### src/rtl/rdyval_pipe_buf.sv
// Elastic ready/valid pipeline buffer: DEPTH-entry circular store with registered
// rdy/vld_nxt so neither side sees a combinational path from the other.
module rdyval_pipe_buf #(
    parameter int DWIDTH = 8,
    parameter int DEPTH  = 2
) (
    input  logic                       clk,
    input  logic                       rst,
    input  logic                       vld,
    output logic                       rdy,
    input  logic [DWIDTH-1:0]          i_dat,
    output logic                       vld_nxt,
    input  logic                       rdy_nxt,
    output logic [DWIDTH-1:0]          o_dat,
    input  logic                       flush,
    output logic [$clog2(DEPTH+1)-1:0] count
);

    localparam int CW = $clog2(DEPTH + 1);
    localparam int PW = (DEPTH > 1) ? $clog2(DEPTH) : 1;
    localparam logic [CW-1:0] FULL_C = CW'(DEPTH);
    localparam logic [PW-1:0] LAST_P = PW'(DEPTH - 1);

    if (DEPTH < 1 || DWIDTH < 1) begin : g_param_check
        $error("rdyval_pipe_buf: DEPTH and DWIDTH must both be >= 1");
    end

    // Handshake: a word moves on a side only in a cycle where both its valid and
    // ready are high (push = vld & rdy, pop = vld_nxt & rdy_nxt); a source must
    // hold its word until that happens.
    logic [DWIDTH-1:0] mem [DEPTH];
    logic [PW-1:0]     wr_ptr;
    logic [PW-1:0]     rd_ptr;
    logic [PW-1:0]     wr_ptr_next;
    logic [PW-1:0]     rd_ptr_next;
    logic [CW-1:0]     count_next;
    logic              push;
    logic              pop;

    assign push = vld & rdy;
    assign pop  = vld_nxt & rdy_nxt;

    always_comb begin
        wr_ptr_next = wr_ptr;
        rd_ptr_next = rd_ptr;
        count_next  = count;
        if (flush) begin
            wr_ptr_next = '0;
            rd_ptr_next = '0;
            count_next  = '0;
        end else begin
            if (push) begin
                wr_ptr_next = (wr_ptr == LAST_P) ? '0 : wr_ptr + PW'(1);
            end
            if (pop) begin
                rd_ptr_next = (rd_ptr == LAST_P) ? '0 : rd_ptr + PW'(1);
            end
            case ({push, pop})
                2'b10:   count_next = count + CW'(1);
                2'b01:   count_next = count - CW'(1);
                default: count_next = count;
            endcase
        end
    end

    // rdy/vld_nxt are registered from next-state occupancy, so a pop while full
    // only reopens rdy in the following cycle (no same-cycle bypass).
    always_ff @(posedge clk or posedge rst) begin
        if (rst) begin
            wr_ptr  <= '0;
            rd_ptr  <= '0;
            count   <= '0;
            rdy     <= 1'b1;
            vld_nxt <= 1'b0;
        end else begin
            wr_ptr  <= wr_ptr_next;
            rd_ptr  <= rd_ptr_next;
            count   <= count_next;
            rdy     <= (count_next != FULL_C);
            vld_nxt <= (count_next != '0);
        end
    end

    always_ff @(posedge clk) begin
        if (push && !flush) begin
            mem[wr_ptr] <= i_dat;
        end
    end

    assign o_dat = mem[rd_ptr];

endmodule

### config.mk
export PLATFORM = sky130hd
export DESIGN_NAME = rdyval_pipe_buf
export DESIGN_NICKNAME = d
export VERILOG_FILES = /design/src/rtl/rdyval_pipe_buf.sv
export SDC_FILE = /design/constraint.sdc
export NUM_CORES = 1
export LEC_CHECK = 0
export ABC_CLOCK_PERIOD_IN_PS = 3350
export BUFFER_PORTS_ARGS = -buffer_cell sky130_fd_sc_hd__buf_2
export CAP_MARGIN = 15
export CELL_PAD_IN_SITES_DETAIL_PLACEMENT = 1
export CELL_PAD_IN_SITES_GLOBAL_PLACEMENT = 1
export CORE_ASPECT_RATIO = 0.7
export CORE_MARGIN = 4
export CORE_UTILIZATION = 43
export CTS_CLUSTER_DIAMETER = 60
export DETAILED_ROUTE_END_ITERATION = 10
export PLACE_DENSITY_LB_ADDON = 0.1
export SYNTH_ARGS = -nofsm -noshare
export SYNTH_HDL_FRONTEND = slang
export SYNTH_SLANG_ARGS = --single-unit
### constraint.sdc
create_clock -name clk -period 3.35 [get_ports clk]
set_input_delay 0.5025 -clock clk [delete_from_list [all_inputs] [get_ports clk]]
set_output_delay 0.5025 -clock clk [all_outputs]
set_load 0.02 [all_outputs]
* Word-level counts from Yosys, hierarchy flattened *
Memory sizes are Yosys's and may differ from the RTL's.
Index checks and enable logic that the tools add are counted.

storage, ports and cells
  output and inout bits = 12
  input port bits = 13
  flip-flop bits (word level) = 6
  memory bits (writable) = 16
  memories = 1
  logic and storage cells = 30

memories
  name  words  width  read ports  clocked after Yosys merged registers in  wr ports  line  text
  mem   2      8      1           0                                        1         31    logic [DWIDTH-1:0] mem [DEPTH];

cells by class
  eq/ne operators = 3
  reduce and logical (&&, ||, !) cells = 5
  add/subtract/negate cells = 4
  bitwise operators = 2
  multiplexer cells = 10

operators with widths
  operator             number
  $mux 1               8
  $reduce_bool 2->1    3
  $pmux 2 s2           1
  $add 1x1->1 const B  2
  $add 2x1->2 const B  1
  $and 1x1->1          2
  $eq 2x1->1 const B   1
  $eq 2x2->1 const B   1
  $mux 2               1
  $ne 2x2->1 const B   1
  $sub 2x1->2 const B  1
  $logic_and 1x1->1    1
  $logic_not 1->1      1

* Longest topological paths before layout *
Gate-level depths: netlist of run 1.

  depth in word-level cells = 5
  depth in mapped cells = 5

* Least setup slack after synthesis of run 1 *
Ideal clock, no wire load.

  path type = reg-to-reg
  from = reg rdy
  to = mem mem[1][0], enable pin
  required time = 2.965 ns
  stages on the path, launching flop included = 3
  path buffers = 0
  setup time = 0.385 ns
  slack = 1.582 ns
  arrival time = 1.383 ns
  path through = dfstp_2 -> nand2_1 -> nor3b_1

between the ends
  longest elaborated chain between the ends = 4

RTL lines
  item                          line  text
  start, declared               10    output logic rdy,
  start signal, assigned        79    rdy <= (count_next != FULL_C);
  $and 1x1->1                   40    assign push = vld & rdy;
  $logic_and 1x1->1             85    if (push && !flush) begin
  $mux 1                        85
  $mux 1 (implied by the code)  86    mem[wr_ptr] <= i_dat;
  end, declared                 31

No other way between the ends.

* Worst setup path in the final report of run 1 *
  from = reg rd_ptr
  to = out o_dat[6]

between the ends
  longest elaborated chain between the ends = 1

RTL lines
  item                    line  text
  start, declared         33    logic [PW-1:0] rd_ptr;
  start signal, assigned  77    rd_ptr <= rd_ptr_next;
  $mem_v2 2x8             -
  end, declared           14    output logic [DWIDTH-1:0] o_dat,

No other way between the ends.

==> reports/metrics.yaml, run 1 <==
outcome:
  status: "finished, final reports clean"
power:
  p_comb_frac: 0.206
  p_sw_frac: 0.279
  power_frac_clock: 0.206
  switching_power_uw: 159
  leakage_uw: 0.000426
  powerDensity_mw_per_mm2: 538
  vdd_ir_drop_max_mv: 0.293
  seq_power_share: 0.588
  internal_power_uw: 410
  power_uw: 568
yosys:
  yosysTopAreaCell: "edfxtp_1"
  syn_area_sq_um: 878
  synth_seq_area_share: 0.719
  synth_cells: 55
  synth_fp_nets: 69
  synth.most_common_cell: "edfxtp_1"
  synth_area_per_cell_sq_um: 16.0
  ys_ff_latch: 22
  yosys.cell_types.count: 22
  synth_edf_count: 16
  synth_common_cells: "16 x edfxtp_1, 8 x mux2_1, 5 x dfrtp_1, 3 x nor2b_1, 3 x xnor2_1"
  synth.area.top_cells: "edfxtp_1 55%, dfrtp_1 14%, mux2_1 10%"
  ys_async_sr_fraction: 0.273
  yosysWarnings: 0
  ys.flop_type: "edfxtp_1"
  synth_top_area_frac: 0.547
sta:
  clock.fmax_ghz: 0.514
  worst_pin_slew_ns: 0.758
  setup_viol: 0
  tns_ns: 0
  period_share: 0.580
  drv_slew: 0
  max_slew_margin: 0.494
  rsz0062_at_grt: "no"
  finalClockSkew_ns: 0.00427
  timing.final.crit_period_ns: 1.94
  finalHoldViolCount: 0
cts:
  cts_setup_buffers: 0
  hold_buffers: 0
  cts_tree: "done"
  clock_latency_ns: 0.30
  cts_buffer_depth: 2
  root_buffer: "clkbuf_4"
  cts.htree.levels: 1
  cts.repair.resized: 0
  clk_pin_slew_worst_paths_ns: 0.11
  clock_sinks: 22
  cts_buffers: 3
job:
  maxCapViolations: 0
route:
  vias: 521
  via_per_inst: 4.96
  routed_wl_mm: 1.59
  drt_iter0_drc: 7
  drc: 0
  dr.pass1.iters: 2
  ant_nets: 0
  wire_per_inst_microns: 15.1
floorplan:
  die_w_microns: 62.0
  initial_core_util: 0.462
  row_count: 13
  dieHeight_microns: 45.8
  fp.coreArea_sq_mm: 0.00190
  num_io_pins: 25
  die_area_sq_mm: 0.00284
finish:
  fin_nets: 98
  nFillCells: 198
  areaGrowthSynthToFinish_pct: 20.4
  final_cell_area_sq_mm: 0.00106
  layout-drive-gt1-share: 0.361
  n_antenna_cell: 0
grt:
  grt_usage: 0.126
  grt_first_pass_wirelength_mm: 2.46
  grt_overflow: 0
  grt_start_max_net_pins: 13
  grt_pass1_vias: 537
  antenna_found_initial: 0
setup_path:
  crit_type: "reg2out"
  worst_setup_path_end_kind: "primary output"
  crit_path_top_delay_cell: "dfrtp_1"
  slowest_delay_ns: 0.61
  path_cells: "mux2_1 -> buf_2"
  startpoint_type: "flip-flop"
  cp.arrival_ns: 1.44
  required_ns: 2.85
  crit_path_max_fanout: 9
hold_path:
  hold_class: "in2async"
place:
  numPortBuffers: 24
  placed_area_sq_mm: 0.00103
  place_congestion: 0.714
  post-dp-hpwl_mm: 1.31
==> cells by family (layout without fill, tap and decap cells) <==
group,Yosys count,after routing,share of synthesized area
buffers and inverters,4,32,0.0199
flip-flops,22,22,0.719
adder cells (fa/ha/maj),1,1,0.0142
XOR/XNOR,4,4,0.0399
AO/OA/AOI/OAI,4,4,0.0285
multiplexers,8,8,0.103
AND/OR/NAND/NOR,12,12,0.0755
==> state kept, by name (all words and copies together) (netlist names) <==
register	flops
mem	16
count	2
rd_ptr	1
rdy	1
vld_nxt	1
wr_ptr	1
==> layout make-up <==
cell class / instances / area (sq um) / area share
Clock buffer: 3 / 22.5 / 0.0213
Clock inverter: 1 / 3.75 / 0.00355
Inverter: 2 / 7.51 / 0.00710
Multi-Input combinational cell: 29 / 229 / 0.217
Sequential cell: 22 / 632 / 0.598
Tap cell: 22 / 27.5 / 0.0260
Timing Repair Buffer: 26 / 135 / 0.128
==> power groups by stage <==
| stage | clock (uW) | sequential, uW | combinational (uW) |
|---|---|---|---|
| final | 117 | 334 | 117 |
| after global routing | 134 | 338 | 129 |
| after CTS | 120 | 335 | 120 |
| after detailed placement | 0 | 341 | 120 |
| after global placement | 0 | 340 | 115 |
| after floorplan | 0 | 343 | 73.0 |
==> through the flow <==
step | util | instances | hold WS, ns | setup slack, ns
floorplan | - | 55 | 0.293 | 1.58
global placement | 0.542 | 101 | 0.435 | 1.53
detailed placement | 0.542 | 101 | 0.431 | 1.46
CTS | 0.556 | 105 | 0.0894 | 1.37
global route | 0.556 | 105 | 0.0843 | 1.32
finish | 0.556 | 105 | 0.0915 | 1.41
==> layout by cell type (no fill, tap or decap), drive strengths merged <==
cell type,n
o21ai,1
nor2,2
inv,2
or3,1
nor3,2
a22oi,1
buf,26
and2,1
xor2,1
a21oi,1
dfstp,1
or2,1
nor2b,3
a211oi,1
nand2,1
xnor2,3
dfrtp,5
edfxtp,16
ha,1
clkbuf,3
mux2,8
nor3b,1
clkinv,1
==> layer usage <==
metal | share of wire | up-vias | track usage
li1 | - | 253 | -
met1 | 0.41 | 255 | 0.144
met2 | 0.53 | 13 | 0.215
met3 | 0.064 | 0 | 0.0595
met4 | 0 | 0 | 0.0254
met5 | 0 | - | 0
==> critical path: cells and delay by family, from the launching register on <==
family | cells | cell delay [ns]
buffers and inverters | 1 | 0.16
flip-flops | 1 | 0.61
multiplexers | 1 | 0.36
==> worst paths after layout <==
| kind | from | to | slack (ns) | depth (start not counted) |
|---|---|---|---|---|
| max in group asynchronous | rst | rdy$_DFF_PP1_ | 2.99 | 2 |
| min | rst | rd_ptr$_DFFE_PP0P_ | 0.09 | 2 |
| min reg2reg | wr_ptr$_DFFE_PP0P_ | wr_ptr$_DFFE_PP0P_ | 0.60 | 2 |
| max | rd_ptr$_DFFE_PP0P_ | o_dat[6] | 1.41 | 2 |
| min in group clk | i_dat[4] | mem[0][4]$_DFFE_PP_ | 0.38 | 1 |
| max reg2reg | rdy$_DFF_PP1_ | mem[1][7]$_DFFE_PP_ | 1.52 | 3 |
Note: power is estimated with default switching activity, not from simulation.
==> run 2: changes to the inputs <==
--- a/config.mk
+++ b/config.mk
@@ -5,14 +5,15 @@
 export SDC_FILE = /design/constraint.sdc
 export NUM_CORES = 1
 export LEC_CHECK = 0
-export ABC_CLOCK_PERIOD_IN_PS = 3350
+export ABC_AREA = 1
+export ABC_CLOCK_PERIOD_IN_PS = 1900
 export BUFFER_PORTS_ARGS = -buffer_cell sky130_fd_sc_hd__buf_2
 export CAP_MARGIN = 15
 export CELL_PAD_IN_SITES_DETAIL_PLACEMENT = 1
 export CELL_PAD_IN_SITES_GLOBAL_PLACEMENT = 1
 export CORE_ASPECT_RATIO = 0.7
 export CORE_MARGIN = 4
-export CORE_UTILIZATION = 43
+export CORE_UTILIZATION = 40
 export CTS_CLUSTER_DIAMETER = 60
 export DETAILED_ROUTE_END_ITERATION = 10
 export PLACE_DENSITY_LB_ADDON = 0.1
==> constraint.sdc (replaced) <==
create_clock -name clk -period 1.9 [get_ports clk]
set_input_delay 0.285 -clock clk [delete_from_list [all_inputs] [get_ports clk]]
set_output_delay 0.285 -clock clk [all_outputs]
set_load 0.02 [all_outputs]
==> run 2 against run 1 <==
Against the previous run: combinational power grew to 3.3 times the previous value; critical path depth unchanged; core utilization decreased by 3.9 points; total power up 120%; die area rose by 12%; cell count grew 17%; design area rose by 6.2%; count of clock-buffer cells in the layout increased by 1; synthesized cell count increased by 13%; sequential share of layout area shrank 3.5 points; sequential cell count is the same; critical path type unchanged; largest cell class unchanged.
==> reports/metrics.yaml, run 2 <==
yosys:
  synth_fp_nets: 76  # was 69
  synth_top_area_frac: 0.517  # was 0.547
  ys.flop_type: "edfxtp_1"  # unchanged
  synth_cells: 62  # was 55
  synth.area.top_cells: "edfxtp_1 52%, dfrtp_1 13%, mux2_4 13%"  # was edfxtp_1 55%, dfrtp_1 14%, mux2_1 10%
  ys_async_sr_fraction: 0.273  # unchanged
  synth_common_cells: "16 x edfxtp_1, 8 x inv_1, 8 x mux2_4, 7 x nand2_1, 5 x dfrtp_1"  # was 16 x edfxtp_1, 8 x mux2_1, 5 x dfrtp_1, 3 x nor2b_1, 3 x xnor2_1
  yosys.cell_types.count: 18  # was 22
  syn_area_sq_um: 930  # was 878 sq um
  synth.most_common_cell: "edfxtp_1"  # unchanged
  synth_edf_count: 16  # unchanged
  yosysTopAreaCell: "edfxtp_1"  # unchanged
  synth_seq_area_share: 0.680  # was 0.719
  synth_area_per_cell_sq_um: 15.0  # was 16.0 sq um
  ys_ff_latch: 22  # unchanged
  yosysWarnings: 0  # unchanged
place:
  place_congestion: 0.705  # was 0.714
  post-dp-hpwl_mm: 1.24  # was 1.31 mm
  numPortBuffers: 24  # unchanged
  placed_area_sq_mm: 0.00109  # was 0.00103 sq mm
power:
  vdd_ir_drop_max_mv: 0.398  # was 0.293 mV
  leakage_uw: 0.000517  # was 0.000426 uW
  powerDensity_mw_per_mm2: 1090  # was 538 mW/mm^2
finish:
  n_antenna_cell: 0  # unchanged
  final_cell_area_sq_mm: 0.00112  # was 0.00106 sq mm
  fin_nets: 106  # was 98
  largest_registers: "mem: 16 flops, count: 2 flops"  # unchanged
  largest_reg_flops: 16  # unchanged
  layout-drive-gt1-share: 0.495  # was 0.361
  areaGrowthSynthToFinish_pct: 20.7  # was 20.4%
  layout_commonest_cell: "buf_2"  # unchanged
  regMostFlops: "mem"  # unchanged
  layout_common_cells: "24 x buf_2, 16 x edfxtp_1, 8 x inv_1, 8 x mux2_4, 7 x nand2_1"  # was 24 x buf_2, 16 x edfxtp_1, 8 x mux2_1, 5 x dfrtp_1
grt:
  antenna_found_initial: 0  # unchanged
  grt_first_pass_wirelength_mm: 2.70  # was 2.46 mm
  grt_pass1_vias: 549  # was 537
  grt_overflow: 0  # unchanged
  grt_start_max_net_pins: 13  # unchanged
  grt_usage: 0.114  # was 0.126
hold_path:
  hold_class: "in2reg"  # was in2async
cts:
  cts.htree.levels: 1  # unchanged
  cts_buffer_depth: 2  # unchanged
  cts_setup_buffers: 0  # unchanged
  clock_sinks: 22  # unchanged
  cts_buffers: 3  # unchanged
  clk_pin_slew_worst_paths_ns: 0.11  # about the same
  clock_latency_ns: 0.30  # about the same
  cts_tree: "done"  # unchanged
  root_buffer: "clkbuf_4"  # unchanged
setup_path:
  cp.arrival_ns: 1.49  # was 1.44 ns
  cp_num_buf_inv: 1  # unchanged
  worst_setup_path_end_kind: "primary output"  # unchanged
  crit_path_max_fanout: 10  # was 9
  startpoint_type: "flip-flop"  # unchanged
  cp_top_family: "flip-flops"  # unchanged
  path_cells: "mux2_4 -> buf_2"  # was mux2_1 -> buf_2
  crit_path_top_delay_cell: "dfrtp_1"  # unchanged
  slowest_delay_ns: 0.70  # was 0.61 ns
  crit_type: "reg2out"  # unchanged
  required_ns: 1.62  # was 2.85 ns
sta:
  drv_slew: 0  # unchanged
  finalHoldViolCount: 0  # unchanged
  finalClockSkew_ns: 0.00918  # was 0.00427 ns
  rsz0062_at_grt: "no"  # unchanged
  worst_pin_slew_ns: 0.539  # was 0.758 ns
  timing.final.crit_period_ns: 1.77
  period_share: 0.934
  setup_viol: 0  # unchanged
  tns_ns: 0  # unchanged
  max_slew_margin: 0.641  # was 0.494
  clock.fmax_ghz: 0.564
route:
  ant_nets: 0  # unchanged
  vias: 557  # was 521
  dr.pass1.iters: 4  # was 2
  via_per_inst: 4.53  # was 4.96
  routed_wl_mm: 1.56  # was 1.59 mm
  drt_iter0_drc: 15  # was 7
  drc: 0  # unchanged
  wire_per_inst_microns: 12.7  # was 15.1 microns
floorplan:
  initial_core_util: 0.428  # was 0.462
  die_area_sq_mm: 0.00317  # was 0.00284 sq mm
  row_count: 14  # was 13
  fp.coreArea_sq_mm: 0.00217  # was 0.00190 sq mm
  dieHeight_microns: 48.3  # was 45.8 microns
  die_w_microns: 65.6  # was 62.0 microns
  num_io_pins: 25  # unchanged
job:
  maxCapViolations: 0  # unchanged
outcome:
  status: "finished, final reports clean"  # unchanged
[run 2: cell types whose count changed in the layout (fill, tap and decap cells not counted), sizes merged, moves of 2 or more]
cell,previous run,this run
inv,2,11
nand2,1,9
nand3,0,4
nand4,0,2
nor2,2,0
nor2b,3,0
xnor2,3,0
[run 2: layer usage]
layer	global-route usage	share of wire
met5	0	0
met1	0.167	0.47
met2	0.155	0.45
met4	0.0310	0.0064
met3	0.0463	0.078
[run 2: through the flow]
stage                      util  instances  power (uW)  hold slack, ns  worst slack (ns)
after floorplan               -         62         925          0.0752             0.243
after global placement    0.500        118        1020           0.213             0.449
final                     0.517        123        1230           0.169             0.126
after CTS                 0.517        123        1250           0.159            0.0862
after global routing      0.517        123        1320           0.138            0.0110
after detailed placement  0.500        118        1030           0.214             0.428
[run 2: worst register-to-register path, delay by kind of cell, from the launching register on]
| kind | cells | cell delay (ns) |
|---|---|---|
| flops | 1 | 0.55 |
| fa+ha+maj | 1 | 0.33 |
| buf+inv | 1 | 0.09 |
| simple gates | 4 | 0.41 |
[run 2: path summary, 6_finish.rpt]
path / depth (start not counted) / start / slack [ns] / to
worst max-delay path: 2 / rd_ptr$_DFFE_PP0P_ / 0.13 / o_dat[3]
worst min-delay path: 1 / i_dat[2] / 0.17 / mem[1][2]$_DFFE_PP_
worst max register to register: 6 / rdy$_DFF_PP1_ / 0.44 / vld_nxt$_DFF_PP0_
worst min register to register: 2 / wr_ptr$_DFFE_PP0P_ / 0.55 / wr_ptr$_DFFE_PP0P_
max in group asynchronous: 3 / rst / 1.22 / rdy$_DFF_PP1_
min in group asynchronous: 3 / rst / 0.42 / vld_nxt$_DFF_PP0_
[run 2: kinds of logic after synthesis]
logic type	Yosys count	share of synthesized area
muxes	8	0.129
and+or+nand+nor	16	0.105
AOI/OAI and AO/OA	3	0.0161
DFF	22	0.680
buffers and inverters	12	0.0565
adders and majority gates	1	0.0135
[run 2: area by class of cell]
class,count,area (sq um)
multi-input cells,28,245
well taps,32,40.0
repair buffers,26,138
flip-flops and latches,22,632
inverters,11,41.3
fillers,247,1050
clock buffers,4,26.3
[run 2: report_power, final]
group / internal, uW / total [uW] / switching, uW
clock network: 81.6 / 207 / 126
registers: 585 / 636 / 50.3
logic: 157 / 383 / 226
[run 2: what timing repair did]
action	in CTS	in global routing
hold buffers	1	0
endpoints found under the hold margin	5	0
resized for setup	0	0
==> run 3: changes to the inputs <==
--- a/config.mk
+++ b/config.mk
@@ -5,7 +5,6 @@
 export SDC_FILE = /design/constraint.sdc
 export NUM_CORES = 1
 export LEC_CHECK = 0
-export ABC_AREA = 1
 export ABC_CLOCK_PERIOD_IN_PS = 1900
 export BUFFER_PORTS_ARGS = -buffer_cell sky130_fd_sc_hd__buf_2
 export CAP_MARGIN = 15
==> run 3 against run 2 <==
Against the previous run: register-to-register slack worse by 0.30 ns; setup slack better by 0.014 ns; via count down 2.0%; clock skew down 0.0032 ns; critical path type is now reg2reg; largest cell class unchanged; largest power group unchanged; highest routed layer unchanged.
==> reports/metrics.yaml, run 3 (synthesis gave the netlist of run 1 again) <==
cts:
  cts.htree.levels: 1  # unchanged
  cts_tree: "done"  # unchanged
  cts_setup_buffers: 0  # unchanged
  cts_buffer_depth: 2  # unchanged
  cts.repair.resized: 0  # unchanged
  clk_pin_slew_worst_paths_ns: 0.13  # was 0.11 ns
  cts_buffers: 3  # unchanged
  clock_latency_ns: 0.31  # was 0.30 ns
  clock_sinks: 22  # unchanged
  root_buffer: "clkbuf_4"  # unchanged
sta:
  setup_viol: 0  # unchanged
  finalHoldViolCount: 0  # unchanged
  max_slew_margin: 0.728  # was 0.641
  worst_pin_slew_ns: 0.408  # was 0.539 ns
  timing.final.crit_period_ns: 1.76  # was 1.77 ns
  drv_slew: 0  # unchanged
  rsz0062_at_grt: "no"  # unchanged
  clock.fmax_ghz: 0.568  # was 0.564 GHz
  tns_ns: 0  # unchanged
  finalClockSkew_ns: 0.00599  # was 0.00918 ns
  period_share: 0.927  # was 0.934
  whs_ns: 0.150  # was 0.169 ns
grt:
  grt_usage: 0.150  # was 0.114
  grt_overflow: 0  # unchanged
  grt_first_pass_wirelength_mm: 3.19  # was 2.70 mm
  grt_pass1_vias: 613  # was 549
  antenna_found_initial: 0  # unchanged
  grt_start_max_net_pins: 14  # was 13
finish:
  regMostFlops: "mem"  # unchanged
  layout-drive-gt1-share: 0.384  # was 0.495
  largest_reg_flops: 16  # unchanged
  nFillCells: 205  # was 247
  areaGrowthSynthToFinish_pct: 27.4  # was 20.7%
  largest_registers: "mem: 16 flops, count: 2 flops"  # unchanged
  layout_common_cells: "24 x buf_2, 16 x edfxtp_1, 8 x mux2_1, 5 x dfrtp_1, 4 x buf_4"  # was 24 x buf_2, 16 x edfxtp_1, 8 x inv_1, 8 x mux2_4, 7 x nand2_1
  layout_commonest_cell: "buf_2"  # unchanged
  n_antenna_cell: 0  # unchanged
  fin_nets: 101  # was 106
outcome:
  status: "finished, final reports clean"  # unchanged
hold_path:
  hold_start: "i_dat[3]"  # was i_dat[2]
  hold_depth: 1  # unchanged
  hold_class: "in2reg"  # unchanged
  hold_end: "mem[1][3]$_DFFE_PP_"  # was mem[1][2]$_DFFE_PP_
floorplan:
  num_io_pins: 25  # unchanged
  die_area_sq_mm: 0.00302  # was 0.00317 sq mm
  initial_core_util: 0.446  # was 0.428
  fp.coreArea_sq_mm: 0.00197  # was 0.00217 sq mm
  die_w_microns: 64.0  # was 65.6 microns
  row_count: 13  # was 14
  dieHeight_microns: 47.2  # was 48.3 microns
route:
  via_per_inst: 4.71  # was 4.53
  ant_nets: 0  # unchanged
  wire_per_inst_microns: 16.8  # was 12.7 microns
  routed_wl_mm: 1.95  # was 1.56 mm
  dr.pass1.iters: 4  # unchanged
  vias: 546  # was 557
  drc: 0  # unchanged
  drt_iter0_drc: 12  # was 15
place:
  post-dp-hpwl_mm: 1.47  # was 1.24 mm
  place_congestion: 0.719  # was 0.705
  numPortBuffers: 24  # unchanged
power:
  switching_power_uw: 309  # was 402 uW
  power_frac_clock: 0.306  # was 0.169
  p_comb_frac: 0.191  # was 0.312
  p_sw_frac: 0.263  # was 0.328
  leakage_uw: 0.000454  # was 0.000517 uW
  vdd_ir_drop_max_mv: 0.993  # was 0.398 mV
  internal_power_uw: 864  # was 824 uW
  powerDensity_mw_per_mm2: 1050  # was 1090 mW/mm^2
  seq_power_share: 0.503  # was 0.518
setup_path:
  worst_setup_path_end_kind: "flip-flop"  # was primary output
  reg2reg_depth: 5  # was 6
  slowest_delay_ns: 0.55  # was 0.70 ns
  crit_path_max_fanout: 4  # was 10
  crit_path_top_delay_cell: "dfstp_2"  # was dfrtp_1
  reg2reg_slack_ns: 0.14  # was 0.44 ns
  cp.arrival_ns: 2.01  # was 1.49 ns
  reg2reg_from: "rdy$_DFF_PP1_"  # unchanged
  required_ns: 2.15  # was 1.62 ns
  crit_type: "reg2reg"  # was reg2out
  rr_endpoint: "rdy$_DFF_PP1_"  # was vld_nxt$_DFF_PP0_
  path_cells: "nand2_1 -> ha_1 -> nor2b_1 -> a22oi_1 -> or2_1"  # was mux2_4 -> buf_2
  startpoint_type: "flip-flop"  # unchanged
job:
  maxCapViolations: 0  # unchanged
==> run 3: cell count changes in the layout (fill, tap and decap cells not counted), moves of 2 or more <==
cell	previous run	this run
nand3_1	2	0
nor2_1	0	2
inv_1	8	2
mux2_4	8	0
nor2b_1	0	3
xnor2_1	0	3
o21ai_1	2	0
buf_4	1	4
nand3_2	2	0
mux2_1	0	8
nand2_1	7	1
inv_2	3	0
==> run 3: worst max-delay path: cells and delay by family, from the launching register on <==
kind            cells  cell delay (ns)
fa+ha+maj           1             0.37
simple gates        3             0.62
flops               1             0.55
compound gates      1             0.16
==> run 3: worst max path at each step <==
stage                        from                  end  slack [ns]  depth (start not counted)
2_1_floorplan       rdy$_DFF_PP1_  mem[1][0]$_DFFE_PP_        0.13                          2
3_3_place_gp        rdy$_DFF_PP1_        rdy$_DFF_PP1_        0.35                          5
3_5_place_dp        rdy$_DFF_PP1_        rdy$_DFF_PP1_        0.23                          5
4_1_cts        rd_ptr$_DFFE_PP0P_             o_dat[4]        0.11                          2
5_1_grt             rdy$_DFF_PP1_        rdy$_DFF_PP1_        0.05                          5
6_report            rdy$_DFF_PP1_        rdy$_DFF_PP1_        0.14                          5
==> run 3: what timing repair did <==
action,in CTS,in global routing
setup endpoints to repair,0,0
hold endpoints to repair,5,0
hold buffers,1,0
==> run 3: per-stage QoR <==
stage / setup slack, ns / std cells / power [uW] / utilization / cell area (sq um)
final: 0.139 / 116 / 1170 / 0.568 / 1120
after global routing: 0.0497 / 116 / 1230 / 0.568 / 1120
after CTS: 0.114 / 116 / 1180 / 0.568 / 1120
after detailed placement: 0.233 / 111 / 819 / 0.537 / 1060
after global placement: 0.349 / 111 / 806 / 0.537 / 1060
after floorplan: 0.132 / 55 / 733 / - / 878
==> run 3: area by class of cell <==
type | instances | area (sq um) | area share
Clock buffer | 3 | 22.5 | 0.0201
Timing Repair Buffer | 29 | 160 | 0.143
Clock inverter | 1 | 30.0 | 0.0268
Sequential cell | 22 | 632 | 0.565
Multi-Input combinational cell | 29 | 229 | 0.205
Tap cell | 30 | 37.5 | 0.0336
Inverter | 2 | 7.51 | 0.00671
==> run 3: layer usage <==
layer / part of all wire / up-vias / GRT usage
met3: 0.050 / 2 / 0.0526
met2: 0.52 / 18 / 0.298
met4: 0.0015 / 0 / 0.0129
met1: 0.42 / 266 / 0.165
li1: - / 260 / -
met5: 0 / - / 0
==> run 3: power by group through the flow <==
stage / sequential, uW / clock [uW] / combinational (uW)
CTS: 590 / 369 / 226
floorplan: 604 / 0 / 129
detailed placement: 600 / 0 / 219
finish: 590 / 360 / 224
global placement: 597 / 0 / 210
global route: 595 / 390 / 244
